$ cat src/rtl/mux4_rr_arbiter.sv
// Round-robin arbiter that owns a shared 4->1 mux and exposes the owner's data bit.
// Define ARB_TIMEOUT_EN to bound each grant to MAX_HOLD consecutive cycles.

module mux4 (
    input  logic       d0,
    input  logic       d1,
    input  logic       d2,
    input  logic       d3,
    input  logic [1:0] s,
    output logic       y
);
    always_comb begin
        case (s)
            2'd0:    y = d0;
            2'd1:    y = d1;
            2'd2:    y = d2;
            default: y = d3;
        endcase
    end
endmodule

module mux4_rr_arbiter #(
    parameter int MAX_HOLD = 8
) (
    input  logic       clk,
    input  logic       rst,
    input  logic [3:0] req,
    input  logic [3:0] d,
    output logic [3:0] gnt,
    output logic [1:0] sel,
    output logic       busy,
    output logic       z
);
    localparam logic [0:0] S_IDLE  = 1'b0;
    localparam logic [0:0] S_GRANT = 1'b1;

    logic [0:0] state_q, state_d;
    logic [3:0] gnt_q, gnt_d;
    logic [1:0] sel_q, sel_d;
    logic [1:0] ptr_q, ptr_d;
    logic [1:0] scan_start;
    logic [1:0] winner;
    logic       mux_y;

`ifdef ARB_TIMEOUT_EN
    localparam int CNT_W = $clog2(MAX_HOLD);
    logic [CNT_W-1:0] cnt_q, cnt_d;
`else
    // Without the timeout MAX_HOLD is inert; an illegal value only shows up as this marker block.
    if (MAX_HOLD < 2) begin : g_max_hold_out_of_range
    end
`endif

    // First requester at or after start, wrapping modulo 4.
    function automatic logic [1:0] rr_pick(input logic [3:0] r, input logic [1:0] start);
        logic [1:0] idx;
        rr_pick = start;
        for (int k = 3; k >= 0; k--) begin
            idx = start + 2'(k);
            if (r[idx]) rr_pick = idx;
        end
    endfunction

    // While granted, any new winner is searched from owner+1 so the owner ranks last.
    assign scan_start = (state_q == S_IDLE) ? ptr_q : sel_q + 2'd1;
    assign winner     = rr_pick(req, scan_start);

    always_comb begin
        // NOTE: every combinational output gets a default first, so no path can infer a latch.
        state_d = state_q;
        gnt_d   = gnt_q;
        sel_d   = sel_q;
        ptr_d   = ptr_q;
`ifdef ARB_TIMEOUT_EN
        cnt_d   = cnt_q;
`endif
        case (state_q)
            S_IDLE: begin
                if (|req) begin
                    state_d = S_GRANT;
                    sel_d   = winner;
                    gnt_d   = 4'b0001 << winner;
`ifdef ARB_TIMEOUT_EN
                    cnt_d   = '0;
`endif
                end
            end
            default: begin
                if (!req[sel_q]) begin
                    ptr_d = sel_q + 2'd1;
                    if (|req) begin
                        sel_d = winner;
                        gnt_d = 4'b0001 << winner;
                    end else begin
                        state_d = S_IDLE;
                        sel_d   = 2'd0;
                        gnt_d   = 4'b0000;
                    end
`ifdef ARB_TIMEOUT_EN
                    cnt_d = '0;
                end else if (cnt_q == CNT_W'(MAX_HOLD - 1)) begin
                    cnt_d = '0;
                    if (|(req & ~gnt_q)) begin
                        ptr_d = sel_q + 2'd1;
                        sel_d = winner;
                        gnt_d = 4'b0001 << winner;
                    end
                end else begin
                    cnt_d = cnt_q + CNT_W'(1);
`endif
                end
            end
        endcase
    end

    always_ff @(posedge clk) begin
        // NOTE: state registers use non-blocking assignments so every flop samples pre-edge values.
        if (rst) begin
            state_q <= S_IDLE;
            gnt_q   <= 4'b0000;
            sel_q   <= 2'd0;
            ptr_q   <= 2'd0;
`ifdef ARB_TIMEOUT_EN
            cnt_q   <= '0;
`endif
        end else begin
            state_q <= state_d;
            gnt_q   <= gnt_d;
            sel_q   <= sel_d;
            ptr_q   <= ptr_d;
`ifdef ARB_TIMEOUT_EN
            cnt_q   <= cnt_d;
`endif
        end
    end

    mux4 u_mux4 (
        .d0 (d[0]),
        .d1 (d[1]),
        .d2 (d[2]),
        .d3 (d[3]),
        .s  (sel_q),
        .y  (mux_y)
    );

    assign gnt  = gnt_q;
    assign sel  = sel_q;
    assign busy = |gnt_q;
    assign z    = busy & mux_y;
endmodule

$ cat config.mk
export PLATFORM = sky130hd
export DESIGN_NAME = mux4_rr_arbiter
export DESIGN_NICKNAME = d
export VERILOG_FILES = /design/src/rtl/mux4_rr_arbiter.sv
export SDC_FILE = /design/constraint.sdc
export NUM_CORES = 1
export LEC_CHECK = 0
export ABC_AREA = 1
export CAP_MARGIN = 40
export CELL_PAD_IN_SITES_DETAIL_PLACEMENT = 2
export CELL_PAD_IN_SITES_GLOBAL_PLACEMENT = 2
export CORE_MARGIN = 1
export CORE_UTILIZATION = 26
export DETAILED_ROUTE_END_ITERATION = 8
export PLACE_DENSITY_LB_ADDON = 0.3
export SETUP_SLACK_MARGIN = 0.4
export SYNTH_ARGS = -nofsm -noshare
export SYNTH_HDL_FRONTEND = slang
export SYNTH_HIERARCHICAL = 1
export SYNTH_SLANG_ARGS = --single-unit
$ cat constraint.sdc
create_clock -name clk -period 2.2 [get_ports clk]
set_clock_uncertainty 0.15 [all_clocks]
set_input_delay 0.44 -clock clk [delete_from_list [all_inputs] [get_ports clk]]
set_output_delay 0.44 -clock clk [all_outputs]
set_load 0.01 [all_outputs]
# --- Word-level counts from Yosys, hierarchy flattened ---
# Cells that the tools add are included.
classes:
  add_sub_neg: 4
  magnitude_cmp: 5
  n_eq_ne: 3
  shifts: 1
  muxes: 27
  n_bitwise: 2
  n_reduce_logical: 6
op_table:
  columns: ["operator", "count"]
  rows:
  - ["two-way mux 2 bit", 9]
  - ["two-way mux 4 bit", 4]
  - ["less-than comparator 2 x 3 -> 1 bit (second input constant)", 5]
  - ["binary-select mux 1 bit (select 2 bit)", 5]
  - ["two-way mux 1 bit", 8]
  - ["OR reduction 4 bit", 2]
  - ["adder 2 x 1 -> 2 bit (second input constant)", 2]
  - ["adder 2 bit (second input constant)", 2]
  - ["AND reduction 2 bit", 2]
  - ["<< shifter 1 x 2 -> 4 bit (first input constant)", 1]
  - ["one-hot mux 1 bit (3 select lines)", 1]
  - ["== test 2 x 1 -> 1 bit (second input constant)", 1]
  - ["== test 2 bit (second input constant)", 1]
  - ["zero test 2 bit", 1]
  - ["inequality test 2 bit (second input constant)", 1]
  - ["nonzero test 2 bit", 1]
  - ["AND 1 bit", 1]
  - ["NOT 1 bit", 1]
word_totals:
  register_bits: 9
  in_bits: 10
  output_inout_bits: 8
  elab_cells: 52

# --- Depth between registers and ports, before layout ---
depth:
  word_depth: 13
  ltp_mapped: 16
  ltp_nobuf: 15

# --- Hierarchy ---
# The synthesis kept the hierarchy.
by_module_without_submodules:
  columns: ["module", "instances", "cells_per_inst", "area_per_inst_um2", "seq_area_each_um2"]
  rows:
  - ["mux4_rr_arbiter", 1, 133, 837.1, 180.2]
  - ["mux4", 1, 13, 51.3, 0.0]

# --- Worst setup path before layout ---
# OpenSTA, ideal clock, no wires.
synth_timing:
  path_kind: "register to register"
  startpoint: "register sel_q[0], in the netlist sel[0]"
  endpoint: "register gnt_q[0], in the netlist gnt[0]"
  arrival_time_ps: 1463
  t_required_ps: 1924
  slack_ps: 461
  path_stages_with_launch: 17
  path_buffers: 1
  cell_sequence: "dfxtp_1 -> buf_6 -> inv_4 -> nand2_4 -> nand3_2 -> nand2_2 -> nand2_1 -> nand3_2 -> nand2_1 -> inv_1 -> nand2_2 -> nand2_1 -> nand2_1 -> nand2_2 -> nor2_1 -> nor2_1 -> nor2_1"
synth_via:
  elab_chain_cells: 13
  elab_cells_between_ends: 26
  cone_classes: "add/sub (4); eq/ne (1); shift (1); mux (19); reduce/logical (1)"
synth_rtl:
  columns: ["element", "line_no", "text"]
  rows:
  - ["from (decl)", "39", "logic [1:0] sel_q, sel_d;"]
  - ["from (signal assigned)", "129", "sel_q <= sel_d;"]
  - ["adder 2 x 1 -> 2 bit", "65", "assign scan_start = (state_q == S_IDLE) ? ptr_q : sel_q + 2'd1;"]
  - ["two-way mux 2 bit", "65", null]
  - ["adder 2 bit", "59", "idx = start + 2'(k);"]
  - ["binary-select mux 1 bit (select 2 bit)", "60", "if (r[idx]) rr_pick = idx;"]
  - ["two-way mux 1 bit (implied by the code)", "60", null]
  - ["two-way mux 2 bit (4 in a row)", "60", null]
  - ["<< shifter 1 x 2 -> 4 bit", "82, 93", null]
  - ["two-way mux 4 bit", "91", "if (|req) begin"]
  - ["two-way mux 4 bit", "89", "if (!req[sel_q]) begin"]
  - ["two-way mux 4 bit", "77", "case (state_q)"]
  - ["to (signal assigned)", "128", "gnt_q <= gnt_d;"]
  - ["to (decl)", "38", "logic [3:0] gnt_q, gnt_d;"]
# Parallel ways exist; a longest one is shown, timed or not. The select of a mux whose other input is x is not followed.
# A chain may end at the register's enable or synchronous reset.

# --- Worst setup path after layout ---
layout_timing:
  startpoint: "register sel_q[0], in the netlist sel[0]"
  endpoint: "register gnt_q[2], in the netlist gnt[2]"
# Same word-level chain as after synthesis.

==> results_dict.tcl <==
set metrics [dict create \
    tightest_slew_ps 460.0 \
    setup_viol 0 \
    slew_viol_final 0 \
    synth_top_area_share 0.2028 \
    drive_above_1_share 0.4080 \
    port_buffers 17 \
    syn_avg_cell_area_um2 6.085 \
    area_delta_synth_final_pct 55.92 \
    grt-ovfl-total 0 \
    finalWirelength_um 4061 \
    synth-main-ff-cell "dfxtp_1" \
    max_slew_margin 0.6923 \
    clk_latency_ps 280 \
    drt-initial-drc-count 14 \
    core_area_um2 3153 \
    cp_max_fo 6 \
    io_pins 18 \
    nets 185 \
    timing.fmax_mhz 512.8 \
    syn-cell-area_um2 888.4 \
    yosysWarnings 6 \
    design_area_um2 1385 \
    vias 1050 \
    cts-buffers-inserted 3 \
    crit_type "reg -> reg" \
    fillerInstances 382 \
    synthTopCellsByCount "nand2_1, inv_1, nand3_1" \
    hpwlAfterDp_um 2453 \
    drt-pass1-iter-count 3 \
    worstSetupEndpointType "flip-flop" \
    netlist_instances 146 \
    period_needed_ps 1950 \
    post-route-util 0.4393 \
    insertedDiodeCount 0 \
    leakagePower_nw 0.6974 \
    maxCapViolations 0 \
    ant_nets 0 \
    cp_slowest_cell "dfxtp_4" \
    timing.final.crit_share 0.8864 \
    die_w_um 60.45 \
    worstSetupStartpointType "flip-flop" \
    crit_chain "buf_8 -> clkinv_8 -> nand2_8 -> nand3_2 -> nand2_2 -> nand2_1 -> nand2_2 -> inv_2 -> nand3_2 -> nand2_1 -> nand2_2 -> nand3_2 -> nor2_1 -> nor2_1 -> nor2_1" \
    hold_slack_ps 360.6 \
    dieArea_um2 3654 \
    yosysMostFrequentCell "nand2_1" \
    slowest_delay_ps 360 \
    wl_per_cell_um 18.63 \
    clock_path_buffers 2 \
    worstPathArrival_ps 2000 \
    cts_root_buf "clkbuf_4" \
    seq_area_frac_synth 0.2028 \
    gp_congestion 0.6922 \
    cp.required_ps 2250 \
    vdd_drop_max_uv 414.2 \
    die_h_um 60.45 \
    power.total_mw 1.801 \
    status "finished, final reports clean" \
    start_util 0.2817 \
    async_reset_ff_frac 0 \
    antenna_found_initial 0 \
    ctsHtreeMaxLevel 1 \
    viasPerCell 4.817 \
    grtUsageTotal 0.2101 \
    yosys.area.top_type "dfxtp_1" \
    rsz0062_at_grt "yes" \
    rows 20 \
    cts_hold_buf 0 \
    placed_area_um2 1117 \
    synth-seq-cells 9 \
    grt_max_degree 10 \
    ys_types 20 \
    synth_top_cells_by_area "dfxtp_1, nand2_1, nand3_1, nand3_2, inv_1" \
    drc 0 \
    synth-edff-count 0 \
    syn-num-nets 156 \
    clock_sinks 9 \
    clk_pin_slew_ps 60 \
    hold_viol_final 0 \
    grt_pass1_wl_um 5575 \
    worstHoldPathType "reg -> reg" \
    grt_pass1_vias 1175 \
    cts_tree "yes" \
    power.density_nw_per_um2 1300 \
]
==> cell usage in the layout (no fill, tap or decap), types with 3 or more instances in the layout <==
cell,count
a21oi_1,7
inv_1,17
nand3_2,15
nand2_2,15
dfxtp_1,5
nor2_1,9
inv_2,5
nand2_8,6
o21ai_1,4
clkdlybuf4s50_1,3
nand3_1,7
dlygate4sd2_1,11
nand2_1,31
nand2_4,4
buf_4,8
clkbuf_4,3
==> cells by family (layout without fill, tap and decap cells) <==
| family | count (synthesis) | in the layout | share of synthesized area |
|---|---|---|---|
| buf+inv | 30 | 58 | 0.1549 |
| simple gates | 93 | 93 | 0.5578 |
| flops | 9 | 9 | 0.2028 |
| compound gates | 14 | 14 | 0.08450 |
==> report_power, final <==
group | total [mW] | switching (mW) | internal, mW
sequential | 0.315 | 0.0796 | 0.235
combinational | 1.34 | 0.826 | 0.519
clock | 0.142 | 0.0717 | 0.0703
total | 1.80 | 0.977 | 0.824
==> flip-flops by register name, summed over array words and instances (netlist names) <==
name     count
gnt          4
sel          2
ptr_q        2
state_q      1
==> worst paths after layout <==
kind                        from             endpoint  slack, ps  cells past startpoint
max reg2reg  sel[0]$_SDFFE_PP0P_  gnt[2]$_SDFFE_PP0P_        250                     15
min          gnt[1]$_SDFFE_PP0P_  gnt[1]$_SDFFE_PP0P_        360                      2
min reg2reg  gnt[1]$_SDFFE_PP0P_  gnt[1]$_SDFFE_PP0P_        360                      2
max          sel[0]$_SDFFE_PP0P_  gnt[2]$_SDFFE_PP0P_        250                     15
==> critical path, delay by kind of cell, from the launching register on <==
family        cells  cell delay, ps
buf+inv           3             280
flops             1             360
simple gates     12            1100
==> stage by stage <==
stage          worst slack (ps)  setup TNS [ps]  instances
6_report                  249.9               0        218
5_1_grt                   96.84               0        218
4_1_cts                   340.8               0        217
3_5_place_dp             -191.8          -433.6        208
3_3_place_gp             -156.4          -156.4        208
2_1_floorplan             460.8               0        146
==> layout make-up <==
cell class / instances / area [µm²] / share of cell area
multi-input combinational: 107 / 733.2 / 0.5294
timing repair buffer: 27 / 251.5 / 0.1816
sequential: 9 / 190.2 / 0.1373
inverter: 27 / 128.9 / 0.09304
tap: 44 / 55.05 / 0.03975
clock buffer: 4 / 26.28 / 0.01897
==> metal layers <==
| layer | track usage | vias up | wire length (µm) |
|---|---|---|---|
| li1 | - | 515 | - |
| met1 | 0.2407 | 503 | 1729 |
| met2 | 0.4035 | 21 | 2116 |
| met3 | 0.02772 | 11 | 79 |
| met4 | 0.05844 | 0 | 135 |
| met5 | 0 | - | 0 |
==> timing repair <==
item	4_1_cts	5_1_grt
endpoints found under the hold margin	0	0
pin swaps	9	15
resized for setup	55	18
setup endpoints to repair	10	11
setup buffers	5	1
(Power assumes the default switching activity.)
